===== src/rtl/pll_dynphase_pkg.sv =====
// rtl/pll_dynphase_pkg.sv - shared types and constants for the dynamic phase responder
package pll_dynphase_pkg;

  localparam int NUM_CLK   = 6;
  localparam int PHCNTRWID = 3;
  localparam int PHASE_W   = NUM_CLK * PHCNTRWID;

  // Output select indices as seen on phasesel_i
  localparam logic [2:0] IDX_CLKOP  = 3'd0;
  localparam logic [2:0] IDX_CLKOS  = 3'd1;
  localparam logic [2:0] IDX_CLKOS2 = 3'd2;
  localparam logic [2:0] IDX_CLKOS3 = 3'd3;
  localparam logic [2:0] IDX_CLKOS4 = 3'd4;
  localparam logic [2:0] IDX_CLKOS5 = 3'd5;
  // Highest valid select; 6 and 7 address no output
  localparam logic [2:0] IDX_CLKS5  = IDX_CLKOS5;

  typedef enum logic [1:0] {
    ST_LOCKWAIT = 2'd0,
    ST_IDLE     = 2'd1,
    ST_STEP     = 2'd2,
    ST_LOAD     = 2'd3
  } state_e;

  function automatic logic sel_valid(input logic [2:0] sel);
    return (sel <= IDX_CLKS5);
  endfunction

endpackage


===== src/rtl/pll_dynphase_responder_if.sv =====
// rtl/pll_dynphase_responder_if.sv - phase control bus between a controller and the responder
interface pll_dynphase_responder_if;
  import pll_dynphase_pkg::*;

  logic               phasedir_i;
  logic               phasestep_i;
  logic               phaseloadreg_i;
  logic [2:0]         phasesel_i;
  logic [PHASE_W-1:0] phase_o;
  logic               busy_o;
  logic               pll_lock_o;
  logic               err_o;

  modport master (
    output phasedir_i, phasestep_i, phaseloadreg_i, phasesel_i,
    input  phase_o, busy_o, pll_lock_o, err_o
  );

  modport slave (
    input  phasedir_i, phasestep_i, phaseloadreg_i, phasesel_i,
    output phase_o, busy_o, pll_lock_o, err_o
  );
endinterface


===== src/rtl/pll_dynphase_edge_det.sv =====
// rtl/pll_dynphase_edge_det.sv - single-register rising-edge detector
module pll_dynphase_edge_det (
  input  logic clk_i,
  input  logic rst_i,
  input  logic sig_i,
  output logic rise_o
);

  logic sig_q;

  // Remember last cycle's level so a held-high request counts only once
  always_ff @(posedge clk_i) begin
    if (rst_i) sig_q <= 1'b0;
    else       sig_q <= sig_i;
  end

  assign rise_o = sig_i & ~sig_q;

endmodule


===== src/rtl/pll_dynphase_responder.sv =====
// rtl/pll_dynphase_responder.sv - emulated PLL dynamic phase shift responder (checker: PLL_DYNPHASE_CHK_EN)
module pll_dynphase_responder
  import pll_dynphase_pkg::*;
#(
  parameter int                 LOCK_CYCLES = 64,
  parameter int                 STEP_LAT    = 2,
  parameter logic [PHASE_W-1:0] PHI_INIT    = 18'h0
) (
  input logic                     clk_i,
  input logic                     rst_i,
  pll_dynphase_responder_if.slave bus
);

  localparam logic [9:0] LOCK_LAST = 10'(LOCK_CYCLES - 1);
  localparam logic [3:0] STEP_LAST = 4'(STEP_LAT - 1);

  state_e             state_q, state_d;
  logic [9:0]         lock_cnt_q, lock_cnt_d;
  logic [3:0]         step_cnt_q, step_cnt_d;
  logic [2:0]         sel_q, sel_d;
  logic               dir_q, dir_d;
  logic [PHASE_W-1:0] phase_q, phase_d;
  logic               lock_q, lock_d;
  logic               step_rise;
  logic               load_rise;

  pll_dynphase_edge_det u_step_edge (
    .clk_i  (clk_i),
    .rst_i  (rst_i),
    .sig_i  (bus.phasestep_i),
    .rise_o (step_rise)
  );

  pll_dynphase_edge_det u_load_edge (
    .clk_i  (clk_i),
    .rst_i  (rst_i),
    .sig_i  (bus.phaseloadreg_i),
    .rise_o (load_rise)
  );

  // State and datapath registers; reset discards any pending step or load
  always_ff @(posedge clk_i) begin
    if (rst_i) begin
      state_q    <= ST_LOCKWAIT;
      lock_cnt_q <= '0;
      step_cnt_q <= '0;
      sel_q      <= '0;
      dir_q      <= 1'b0;
      phase_q    <= PHI_INIT;
      lock_q     <= 1'b0;
    end else begin
      state_q    <= state_d;
      lock_cnt_q <= lock_cnt_d;
      step_cnt_q <= step_cnt_d;
      sel_q      <= sel_d;
      dir_q      <= dir_d;
      phase_q    <= phase_d;
      lock_q     <= lock_d;
    end
  end

  // Next-state: lock wait, request acceptance, delayed step and one-cycle reload
  always_comb begin
    state_d    = state_q;
    lock_cnt_d = lock_cnt_q;
    step_cnt_d = step_cnt_q;
    sel_d      = sel_q;
    dir_d      = dir_q;
    phase_d    = phase_q;
    lock_d     = lock_q;
    case (state_q)
      ST_LOCKWAIT: begin
        if (lock_cnt_q == LOCK_LAST) begin
          lock_d  = 1'b1;
          state_d = ST_IDLE;
        end else begin
          lock_cnt_d = lock_cnt_q + 10'd1;
        end
      end
      ST_IDLE: begin
        // Reload takes priority when both edges arrive together
        if (load_rise && sel_valid(bus.phasesel_i)) begin
          sel_d   = bus.phasesel_i;
          state_d = ST_LOAD;
        end else if (step_rise && sel_valid(bus.phasesel_i)) begin
          sel_d      = bus.phasesel_i;
          dir_d      = bus.phasedir_i;
          step_cnt_d = STEP_LAST;
          state_d    = ST_STEP;
        end
      end
      ST_STEP: begin
        if (step_cnt_q == 4'd0) begin
          for (int n = 0; n < NUM_CLK; n++) begin
            if (sel_q == 3'(n)) begin
              phase_d[n*PHCNTRWID +: PHCNTRWID] = dir_q
                ? phase_q[n*PHCNTRWID +: PHCNTRWID] - 3'd1
                : phase_q[n*PHCNTRWID +: PHCNTRWID] + 3'd1;
            end
          end
          state_d = ST_IDLE;
        end else begin
          step_cnt_d = step_cnt_q - 4'd1;
        end
      end
      ST_LOAD: begin
        for (int n = 0; n < NUM_CLK; n++) begin
          if (sel_q == 3'(n)) begin
            phase_d[n*PHCNTRWID +: PHCNTRWID] = PHI_INIT[n*PHCNTRWID +: PHCNTRWID];
          end
        end
        state_d = ST_IDLE;
      end
      default: state_d = ST_LOCKWAIT;
    endcase
  end

  assign bus.phase_o    = phase_q;
  assign bus.busy_o     = (state_q == ST_STEP) || (state_q == ST_LOAD);
  assign bus.pll_lock_o = lock_q;

`ifdef PLL_DYNPHASE_CHK_EN
  logic err_q, err_d;

  // Flag dropped requests and select changes during an operation
  always_comb begin
    err_d = err_q;
    case (state_q)
      ST_IDLE: begin
        if ((step_rise || load_rise) && !sel_valid(bus.phasesel_i)) err_d = 1'b1;
        if (step_rise && load_rise) err_d = 1'b1;
      end
      ST_STEP, ST_LOAD: begin
        if (step_rise || load_rise) err_d = 1'b1;
        if (bus.phasesel_i != sel_q) err_d = 1'b1;
      end
      default: ;
    endcase
  end

  // Sticky error flag, cleared only by reset
  always_ff @(posedge clk_i) begin
    if (rst_i) err_q <= 1'b0;
    else       err_q <= err_d;
  end

  assign bus.err_o = err_q;
`else
  assign bus.err_o = 1'b0;
`endif

endmodule


===== src/flat_wrapper.sv =====
// flat-port wrapper written by rule: the top's interface ports become plain ports
module pll_dynphase_responder_flat import pll_dynphase_pkg::*;
#(
  parameter int                 LOCK_CYCLES = 64,
  parameter int                 STEP_LAT    = 2,
  parameter logic [PHASE_W-1:0] PHI_INIT    = 18'h0
)
  (clk_i, rst_i, bus_phasedir_i, bus_phasestep_i, bus_phaseloadreg_i, bus_phasesel_i, bus_phase_o, bus_busy_o, bus_pll_lock_o, bus_err_o);
  pll_dynphase_responder_if bus_i ();
  input logic clk_i;
  input logic rst_i;
  input wire logic [$bits(bus_i.phasedir_i)-1:0] bus_phasedir_i;
  input wire logic [$bits(bus_i.phasestep_i)-1:0] bus_phasestep_i;
  input wire logic [$bits(bus_i.phaseloadreg_i)-1:0] bus_phaseloadreg_i;
  input wire logic [$bits(bus_i.phasesel_i)-1:0] bus_phasesel_i;
  output wire logic [$bits(bus_i.phase_o)-1:0] bus_phase_o;
  output wire logic [$bits(bus_i.busy_o)-1:0] bus_busy_o;
  output wire logic [$bits(bus_i.pll_lock_o)-1:0] bus_pll_lock_o;
  output wire logic [$bits(bus_i.err_o)-1:0] bus_err_o;
  assign bus_i.phasedir_i = bus_phasedir_i;
  assign bus_i.phasestep_i = bus_phasestep_i;
  assign bus_i.phaseloadreg_i = bus_phaseloadreg_i;
  assign bus_i.phasesel_i = bus_phasesel_i;
  assign bus_phase_o = bus_i.phase_o;
  assign bus_busy_o = bus_i.busy_o;
  assign bus_pll_lock_o = bus_i.pll_lock_o;
  assign bus_err_o = bus_i.err_o;
  pll_dynphase_responder #(.LOCK_CYCLES(LOCK_CYCLES), .STEP_LAT(STEP_LAT), .PHI_INIT(PHI_INIT)) u_core (.clk_i(clk_i), .rst_i(rst_i), .bus(bus_i));
endmodule

===== config.mk =====
export PLATFORM = sky130hd
export DESIGN_NAME = pll_dynphase_responder_flat
export DESIGN_NICKNAME = d
export VERILOG_FILES = /design/src/rtl/pll_dynphase_pkg.sv /design/src/rtl/pll_dynphase_responder_if.sv /design/src/rtl/pll_dynphase_edge_det.sv /design/src/rtl/pll_dynphase_responder.sv /design/src/flat_wrapper.sv
export SDC_FILE = /design/constraint.sdc
export NUM_CORES = 1
export LEC_CHECK = 0
export BUFFER_PORTS_ARGS = -buffer_cell sky130_fd_sc_hd__buf_2
export CELL_PAD_IN_SITES_DETAIL_PLACEMENT = 2
export CELL_PAD_IN_SITES_GLOBAL_PLACEMENT = 2
export CORE_ASPECT_RATIO = 0.5
export CORE_MARGIN = 10
export CORE_UTILIZATION = 33
export CTS_BUF_LIST = sky130_fd_sc_hd__clkbuf_4 sky130_fd_sc_hd__clkbuf_8
export DETAILED_ROUTE_END_ITERATION = 10
export PLACE_DENSITY = 0.9
export SETUP_SLACK_MARGIN = 0.1
export SLEW_MARGIN = 20
export SYNTH_ARGS = -nofsm -noshare
export SYNTH_HDL_FRONTEND = slang
export SYNTH_SLANG_ARGS = --single-unit

===== constraint.sdc =====
create_clock -name clk_i -period 1.7 [get_ports clk_i]
set_input_delay 0.17 -clock clk_i [delete_from_list [all_inputs] [get_ports clk_i]]
set_output_delay 0.17 -clock clk_i [all_outputs]
set_load 0.005 [all_outputs]

==> reports/qor.yml, run 1 <==
yosys:
  yosysUniqueCellTypes: 51
  ys_seq_elements: 41
  syn_area_per_cell_um2: 9.093
  ys_warn_count: 0
  synthCells: 239
  async_flop_share_pct: 0
  synth_fp_nets: 255
  synth_ff_type: "dfxtp_1"
  synth_edf_count: 0
  synth_area_um2: 2173
  ys_seq_area_share_pct: 37.77
route:
  vias: 2338
  drc_errors: 0
  dr.pass1.iters: 4
  drtIter0Drc: 198
  viasPerCell: 5.874
  final_antenna_net_count: 0
  post_drt_wl_per_cell_um: 30.06
  wirelength_mm: 11.96
power_and_ir_drop:
  ir_drop_uv: 384.6
  p_leak_nw: 1.168
  total_power_w: 0.001986
  p_per_area_nw_per_um2: 632.2
global_routing:
  grt_antenna_before_repair: 2
  grt_max_degree: 43
  globalRoute.totalOverflow: 0
  grt_usage_pct: 19.09
  grt_pass1_vias: 2496
  grt_pass1_wl_mm: 15.44
cells_and_area:
  fin_nets: 323
  fillers: 626
  area_growth_pct: 44.50
  drive_above_1_share_pct: 46.75
clock_tree:
  cts_inserted_buffers: 5
  clockBufferDepth: 2
  clk_pin_slew_ps: 100
  clock_latency_ps: 320
  cts-root-buf: "clkbuf_8"
  cts_sinks: 41
  cts.hold.buffers_added: 0
  cts_tree: "yes"
  htree_levels: 2
worst_setup_path:
  cp-start-kind: "register"
  critPathCaptureType: "register"
  cp.arrival_ps: 2250
  required_ps: 1950
  path_class: "reg2reg"
  worstPathMaxFanout: 4
status:
  status: "finished, violations left"
  violations: "negative setup slack"
sta:
  worst_pin_slew_ps: 513.8
  setup_tns_ps: -3818
  finalHoldViolations: 0
  rsz0062_at_grt: "yes"
  fin_crit_ps: 1993
  worst_slack_ps: -292.7
  setup_viol: 24
  fmax_mhz: 501.8
  slew_viol_final: 0
  finalCritPeriodShare_pct: 117.2
  slew_headroom_pct: 65.75
  clock_skew_ps: 11.49
die:
  die_area_um2: 10430
  die_h_um: 77.39
  die_width_um: 134.8
  core_um2: 6231
  start_util_pct: 34.88
  pin_count: 29
  rows: 20
place:
  io_buffers: 27
  gp_congestion: 0.8160
  dpl.hpwl_mm: 5.592
job:
  drv_cap: 0
worst_hold_path:
  hold_path.class: "in2reg"
synthesized netlist by cell type (all sizes together) (6+ instances only):
cell type  count  area, um2
and2           8      53.80
mux2i          6      60.06
dfxtp         41      820.8
o21ai         10      50.05
fa             6      120.1
nor3           6      30.03
nor2          17      63.81
nand2         19      71.32
a21oi         24      120.1
clkbuf         9      63.81
or4            6      45.04
nor2b          7      43.79
xnor2          6      52.55
inv            9      33.78
or3            9      60.06
kinds of logic (layout without fill, tap and decap cells):
group | count (synthesis) | count (layout) | share of synthesized area (%)
XOR/XNOR | 9 | 9 | 3.627
flip-flops | 41 | 41 | 37.77
multiplexers | 6 | 6 | 2.763
other | 1 | 3 | 0.1725
AND/OR/NAND/NOR | 96 | 96 | 26.48
AO/OA/AOI/OAI | 57 | 57 | 16.58
adder cells (fa/ha/maj) | 8 | 8 | 6.678
buffers and inverters | 21 | 90 | 5.930
cell type report:
cell class	instances	area (um2)	area share, %
antenna	2	5.005	0.1594
clock inverter	1	30.03	0.9562
inverter	9	33.78	1.076
timing repair buffer	73	510.5	16.26
multi-input combinational	177	1521	48.45
tap	88	110.1	3.506
clock buffer	7	90.09	2.869
sequential	41	839.6	26.73
routing by layer:
layer | vias up | track usage (%) | wire [um]
li1 | 997 | - | -
met1 | 1214 | 20.82 | 4870
met2 | 88 | 33.38 | 5977
met3 | 39 | 4.049 | 552
met4 | 0 | 12.10 | 561
met5 | - | 0 | 0
layout by cell type (no fill, tap or decap), types with 4 or more instances in the layout:
| cell type | synthesis | layout |
|---|---|---|
| or3_1 | 6 | 4 |
| nand2_1 | 19 | 18 |
| or3_4 | 0 | 4 |
| o21ai_0 | 10 | 5 |
| buf_2 | 0 | 27 |
| dfxtp_2 | 0 | 6 |
| or3b_4 | 0 | 5 |
| inv_1 | 9 | 7 |
| buf_6 | 1 | 8 |
| and2_1 | 5 | 5 |
| clkbuf_8 | 3 | 6 |
| nor2_1 | 17 | 15 |
| a21oi_2 | 0 | 6 |
| buf_4 | 1 | 38 |
| or4_4 | 0 | 4 |
| nor2b_1 | 7 | 5 |
| fa_1 | 6 | 6 |
| dfxtp_1 | 41 | 32 |
| xnor2_1 | 6 | 6 |
| a21oi_1 | 24 | 18 |
| nor3_1 | 6 | 5 |
registers in the layout (all words and copies together), names as in the netlist:
register / flops
u_core.u_load_edge.sig_q: 1
u_core.state_q: 2
u_core.lock_cnt_q: 10
u_core.sel_q: 3
u_core.bus.pll_lock_o: 1
u_core.u_step_edge.sig_q: 1
u_core.bus.phase_o: 18
u_core.step_cnt_q: 4
u_core.dir_q: 1
timing repair:
action                                  CTS  global route
setup buffers                            12            11
resized for setup                        41            34
pin swaps                                15             7
endpoints found under the setup margin   29            33
critical path: stages, from the launching register on:
cell and delay, ps:
dfxtp_2 350, inv_2 60, ha_4 130, nor3b_4 270, buf_6 180, buf_6 100, o211ai_1 130, buf_4 210
or3_4 340, a21oi_2 150
per-stage QoR:
stage	worst slack, ps	hold WS [ps]	instances	cell area, um2	util [%]
after CTS	-148.3	91.55	385	2900	46.55
final	-292.7	102.3	398	3141	50.40
after global placement	-52.34	393.1	365	2526	40.54
after floorplan	9.379	294.9	239	2203	-
after detailed placement	-290.5	412.9	365	2526	40.54
after global routing	-335.5	121.7	398	3141	50.40
final timing paths:
path,end,slack (ps),startpoint,cells after the start
worst max-delay path,u_core.bus.phase_o[3],-290,u_core.step_cnt_q[1],9
worst min-delay path,u_core.u_step_edge.sig_q,100,bus_phasestep_i,2
worst max register to register,u_core.bus.phase_o[3],-290,u_core.step_cnt_q[1],9
worst min register to register,u_core.bus.pll_lock_o,490,u_core.bus.pll_lock_o,2
report_power, final:
group	switching, W	internal [W]	total [W]
clock network	0.000411	0.000496	0.000907
logic	0.0000592	0.0000325	0.0000917
registers	0.0000216	0.000965	0.000987
Power figures use the tool's default switching activity.
==> run 2: changes to the inputs <==
Settings changed: PLACE_DENSITY 0.9 to 0.73, SLEW_MARGIN 20 to 25, SYNTH_HIERARCHICAL from default to 1.
==> reports/qor.yml, run 2 <==
die:
  rows: 20  # unchanged
  core_um2: 6156  # -1.2%
  die_width_um: 133.5  # -0.94%
  start_util_pct: 34.53  # -0.35 points
  die_area_um2: 10250  # -1.7%
  pin_count: 29  # unchanged
  die_h_um: 76.76  # -0.81%
sta:
  setup_viol: 23  # -4.2%
  worst_pin_slew_ps: 524.6  # +10.82 ps
  fin_crit_ps: 1976  # -16.36 ps
  worst_slack_ps: -276.3  # +16.36 ps
  finalCritPeriodShare_pct: 116.3  # -0.96 points
  rsz0062_at_grt: "yes"
  slew_viol_final: 0  # unchanged
  slew_headroom_pct: 65.03  # -0.72 points
  clock_skew_ps: 6.310  # -5.179 ps
  fmax_mhz: 506.0  # +0.83%
  finalHoldViolations: 0  # unchanged
  holdWs_ps: 106.0  # +3.694 ps
cells_and_area:
  drive_above_1_share_pct: 45.58  # -1.2 points
  largest_reg_flops: 18  # unchanged
  layout_commonest_cell: "buf_4"
  layout_common_cells: "34 x buf_4, 31 x dfxtp_1, 27 x buf_2, 22 x nor2_1, 19 x a21oi_1"
  antenna_cells: 0  # -2
  fin_nets: 310  # -4.0%
  area_growth_pct: 41.08
  fillers: 662  # +5.8%
status:
  status: "finished, violations left"
  violations: "negative setup slack"
yosys:
  synth_fp_nets: 242  # -5.1%
  syn_area_per_cell_um2: 9.448  # +3.9%
  synth_ff_type: "dfxtp_1"
  synthCells: 225  # -5.9%
  synth_area_um2: 2126  # -2.2%
  yosysUniqueCellTypes: 49  # -3.9%
  async_flop_share_pct: 0  # unchanged
  ys_seq_elements: 41  # unchanged
  ys_warn_count: 6  # +6
  synth_edf_count: 0  # unchanged
  yosysTopAreaCell: "dfxtp_1"
  netlist_top_cells_area: "dfxtp_1 39%, fa_1 5.7%, a21oi_1 5.4%, nor2_1 3.9%, xnor2_1 2.9%"
  ys_seq_area_share_pct: 38.61  # +0.84 points
  synth_top_area_share_pct: 38.61  # +0.84 points
  netlist_top_cells_count: "41 x dfxtp_1, 23 x a21oi_1, 22 x nor2_1"
  yosysMostFrequentCell: "dfxtp_1"
worst_setup_path:
  required_ps: 1930  # -20 ps
  critPathCaptureType: "register"
  critPathBufInv: 3  # -1
  cp.arrival_ps: 2210  # -40 ps
  cpMaxStageDelayCell: "or4_1"
  worstPathMaxFanout: 3  # -1
  cp_cell_sequence: "inv_2 > ha_4 > nor3b_4 > buf_4 > buf_6 > o2111ai_4 > or4_1 > a31oi_1"
  cpLargestDelayFamily: "simple AND/OR/NAND/NOR gates"
  path_class: "reg2reg"
  critical-path-max-stage-delay_ps: 530  # +180 ps
  cp-start-kind: "register"
route:
  post_drt_wl_per_cell_um: 20.89  # -30%
  dr.pass1.iters: 4  # unchanged
  final_antenna_net_count: 0  # unchanged
  drc_errors: 0  # unchanged
  viasPerCell: 5.168  # -12%
  wirelength_mm: 7.981  # -33%
  vias: 1974  # -16%
  drtIter0Drc: 66  # -67%
clock_tree:
  cts.hold.buffers_added: 0  # unchanged
  cts_inserted_buffers: 5  # unchanged
  htree_levels: 2  # unchanged
  cts_sinks: 41  # unchanged
  cts_tree: "yes"
  clk_pin_slew_ps: 90  # about the same
  cts-root-buf: "clkbuf_8"
  clockBufferDepth: 2  # unchanged
  clock_latency_ps: 310  # about the same
place:
  gp_congestion: 0.7506  # -8.0%
  io_buffers: 27  # unchanged
  dpl.hpwl_mm: 4.417  # -21%
global_routing:
  grt_util_met1_pct: 14.37  # -6.4 points
  grt_pass1_wl_mm: 11.16  # -28%
  grt_antenna_before_repair: 0  # -2
  grt.busiest_layer: "met2"
  globalRoute.totalOverflow: 0  # unchanged
  grt_usage_pct: 13.17  # -5.9 points
  grt_pass1_vias: 2188  # -12%
  grt_use_met3_pct: 3.966  # -0.083 points
  grt_max_degree: 21  # -51%
  use_met2_pct: 24.51  # -8.9 points
worst_hold_path:
  hold_path.class: "in2reg"
power_and_ir_drop:
  p_leak_nw: 1.135  # -2.8%
  p_per_area_nw_per_um2: 589.1  # -6.8%
  total_power_w: 0.001767  # -11%
  ir_drop_uv: 256.3  # -33%
job:
  drv_cap: 0  # unchanged
-- run 2: through the flow --
step	setup TNS [ps]	setup WS [ps]	area [um2]	instances	util, %
after floorplan	0	6.446	2136	225	-
after global placement	-308.2	-84.72	2477	351	40.24
after detailed placement	-1246	-163.6	2477	351	40.24
after CTS	-1118	-144.0	2749	369	44.65
after global routing	-5292	-394.1	2999	382	48.72
final	-3830	-276.3	2999	382	48.72
-- run 2: worst register-to-register path: cells and delay by family, from the launching register on --
| family | cells | cell delay, ps |
|---|---|---|
| compound gates | 2 | 320 |
| fa+ha+maj | 1 | 130 |
| buf+inv | 3 | 350 |
| flops | 1 | 340 |
| simple gates | 2 | 760 |
-- run 2: final cells by class --
type                    instances  area [um2]  area share, %
clock buffers                   6       76.32          2.545
flip-flops and latches         41       840.8          28.03
clock inverters                 2       10.01         0.3338
repair buffers                 74       536.8          17.90
well taps                      88       110.1          3.671
inverters                       9       33.78          1.126
multi-input cells             162        1391          46.39
-- run 2: repair_timing --
item | CTS | global route
buffers inserted | 10 | 13
setup endpoints to repair | 25 | 31
gates resized for setup | 24 | 35
pin swaps | 17 | 16
-- run 2: cell families (layout without fill, tap and decap cells) --
logic type | Yosys count | after routing | synth area share [%]
AOI/OAI and AO/OA | 45 | 45 | 14.36
xor gates and xnor gates | 12 | 12 | 4.944
adders and majority gates | 9 | 9 | 7.417
buffers and inverters | 22 | 91 | 5.533
DFF | 41 | 41 | 38.61
muxes | 6 | 6 | 2.825
other | 1 | 1 | 0.1764
and+or+nand+nor | 89 | 89 | 26.13
-- run 2: path summary, 6_finish.rpt --
path | depth (start not counted) | to | from | slack [ps]
worst max-delay path | 8 | u_core/bus.phase_o[14] | u_core/step_cnt_q[0] | -280
worst min-delay path | 2 | u_core/u_load_edge/sig_q | bus_phaseloadreg_i | 110
worst max register to register | 8 | u_core/bus.phase_o[14] | u_core/step_cnt_q[0] | -280
worst min register to register | 2 | u_core/bus.pll_lock_o | u_core/bus.pll_lock_o | 480
-- run 2: power by group --
group | leakage [nW] | internal, W | total (W) | switching [W]
registers | 0.337 | 0.000971 | 0.000987 | 0.0000160
logic | 0.750 | 0.0000438 | 0.0000995 | 0.0000557
clock network | 0.0484 | 0.000301 | 0.000680 | 0.000379
total | 1.14 | 0.00132 | 0.00177 | 0.000450
-- run 2: metal layers --
layer / wire length, um / part of all wire [%] / vias to the layer above
met1: 3380 / 42 / 1002
met2: 4163 / 52 / 31
met4: 144 / 1.8 / 0
met3: 292 / 3.7 / 16
li1: - / - / 925
met5: 0 / 0 / -
==> run 3: changes to the inputs <==
Settings changed: BUFFER_PORTS_ARGS -buffer_cell sky130_fd_sc_hd__buf_2 to -buffer_cell sky130_fd_sc_hd__buf_4.
==> reports/qor.yml, run 3 (synthesized netlist as in run 2, its figures left out) <==
worst_setup_path:
  cp_cell_sequence: "inv_2 > ha_4 > nor3b_4 > buf_6 > buf_4 > buf_6 > nor3b_4 > buf_6 > nor3_4 > a211oi_2"
  cpLargestDelayFamily: "buffers and inverters"
  cpMaxStageDelayCell: "dfxtp_2"
  path_class: "reg2reg"
  cp.arrival_ps: 2040  # -170 ps
  critPathBufInv: 5  # +2
  critical-path-max-stage-delay_ps: 340  # -190 ps
  cpMostUsedCell: "buf_6"
  worstPathMaxFanout: 7  # +4
  critPathCaptureType: "register"
  required_ps: 1920  # about the same
  cp-start-kind: "register"
global_routing:
  grt_antenna_before_repair: 0  # unchanged
  grt_pass1_vias: 2119  # -3.2%
  grt_util_met1_pct: 14.89  # +0.52 points
  use_met2_pct: 24.02  # -0.49 points
  grt_usage_pct: 13.34  # +0.18 points
  grt_max_degree: 42  # +100%
  grt_pass1_wl_mm: 11.12  # -0.31%
  grt_use_met3_pct: 3.901  # -0.065 points
  grt.busiest_layer: "met2"
  globalRoute.totalOverflow: 0  # unchanged
die:
  die_width_um: 133.5  # unchanged
  pin_count: 29  # unchanged
  rows: 20  # unchanged
  die_h_um: 76.76  # unchanged
  start_util_pct: 34.53  # unchanged
  core_um2: 6156  # unchanged
  die_area_um2: 10250  # unchanged
sta:
  setup_tns_ps: -546.3  # +3284 ps
  setup_viol: 12  # -48%
  fin_crit_ps: 1813  # -163.4 ps
  slew_viol_final: 0  # unchanged
  rsz0062_at_grt: "yes"
  fmax_mhz: 551.6  # +9.0%
  worst_slack_ps: -112.9  # +163.4 ps
  finalCritPeriodShare_pct: 106.6  # -9.6 points
  slew_headroom_pct: 65.39  # +0.36 points
  clock_skew_ps: 14.40  # +8.085 ps
  finalHoldViolations: 0  # unchanged
  worst_pin_slew_ps: 519.2  # -5.399 ps
route:
  viasPerCell: 5.126  # -0.80%
  wirelength_mm: 7.236  # -9.3%
  post_drt_wl_per_cell_um: 19.40  # -7.1%
  drc_errors: 0  # unchanged
  vias: 1912  # -3.1%
  dr.pass1.iters: 4  # unchanged
  final_antenna_net_count: 0  # unchanged
  drtIter0Drc: 76  # +15%
power_and_ir_drop:
  p_per_area_nw_per_um2: 628.0  # +6.6%
  total_power_w: 0.001831  # +3.6%
  ir_drop_uv: 298.9  # +17%
  p_leak_nw: 1.099  # -3.2%
clock_tree:
  cts_inserted_buffers: 5  # unchanged
  htree_levels: 2  # unchanged
  cts_sinks: 41  # unchanged
  clock_latency_ps: 320  # about the same
  cts-root-buf: "clkbuf_8"
  clk_pin_slew_ps: 70  # -20 ps
  clockBufferDepth: 2  # unchanged
  cts.hold.buffers_added: 0  # unchanged
  cts_tree: "yes"
place:
  placed_area_um2: 2530  # +2.1%
  dp.cells: 349  # -0.57%
  place_worst_setup_slack_ps: -224.5  # -60.96 ps
  dpl.hpwl_mm: 4.533  # +2.6%
  gp_congestion: 0.7004  # -6.7%
  io_buffers: 27  # unchanged
job:
  drv_cap: 0  # unchanged
cells_and_area:
  fin_nets: 301  # -2.9%
  layout_commonest_cell: "buf_4"
  finalNonFillerCells: 373  # -2.4%
  layout_common_cells: "61 x buf_4, 34 x dfxtp_1, 22 x nor2_1, 20 x a21oi_1, 16 x nand2_1"
  drive_above_1_share_pct: 41.40  # -4.2 points
  stdcell_area_um2: 2915  # -2.8%
  antenna_cells: 0  # unchanged
  largest_reg_flops: 18  # unchanged
  area_growth_pct: 37.14
worst_hold_path:
  hold_path.class: "in2reg"
status:
  violations: "negative setup slack"
  status: "finished, violations left"
run 3: path summary, 6_finish.rpt:
| check | start | endpoint | slack (ps) | cells after the start |
|---|---|---|---|---|
| worst min register to register | u_core/bus.pll_lock_o | u_core/bus.pll_lock_o | 490 | 2 |
| worst max-delay path | u_core/step_cnt_q[1] | u_core/step_cnt_q[0] | -110 | 10 |
| worst max register to register | u_core/step_cnt_q[1] | u_core/step_cnt_q[0] | -110 | 10 |
| worst min-delay path | bus_phaseloadreg_i | u_core/u_load_edge/sig_q | 90 | 2 |
run 3: layout make-up:
| cell class | instances | area (um2) |
|---|---|---|
| clock buffer | 7 | 96.34 |
| timing repair buffer | 65 | 503.0 |
| fill | 668 | 3241 |
| inverter | 9 | 33.78 |
| tap | 88 | 110.1 |
| clock inverter | 1 | 5.005 |
| sequential | 41 | 834.6 |
| multi-input combinational | 162 | 1333 |
run 3: per-stage QoR:
stage / hold slack [ps] / util, %
after floorplan: 234.3 / -
final: 93.48 / 47.36
after detailed placement: 409.2 / 41.10
after global placement: 399.6 / 41.10
after global routing: 95.17 / 47.36
after CTS: 79.66 / 45.04
run 3: power breakdown:
group	switching, W	internal (W)
Clock	0.000377	0.000368
Sequential	0.0000160	0.000971
Combinational	0.0000521	0.0000482
Total	0.000445	0.00139
run 3: metal layers:
metal | share of wire [%] | vias up
li1 | - | 909
met1 | 43 | 972
met2 | 53 | 23
met3 | 3.1 | 8
met4 | 1.0 | 0
met5 | 0 | -
run 3: what timing repair did:
action                     4_1_cts  5_1_grt
setup buffers                    8       10
pin swaps                       13       11
gates cloned                     0        0
resized for setup               22       16
setup endpoints to repair       29       34
run 3: worst reg2reg max path, cell delays in order, from the launching register on:
cell      delay, ps
dfxtp_2         340
inv_2            60
ha_4            140
nor3b_4         140
buf_6           140
buf_4           130
buf_6           120
nor3b_4         240
buf_6           180
nor3_4           50
a211oi_2        190
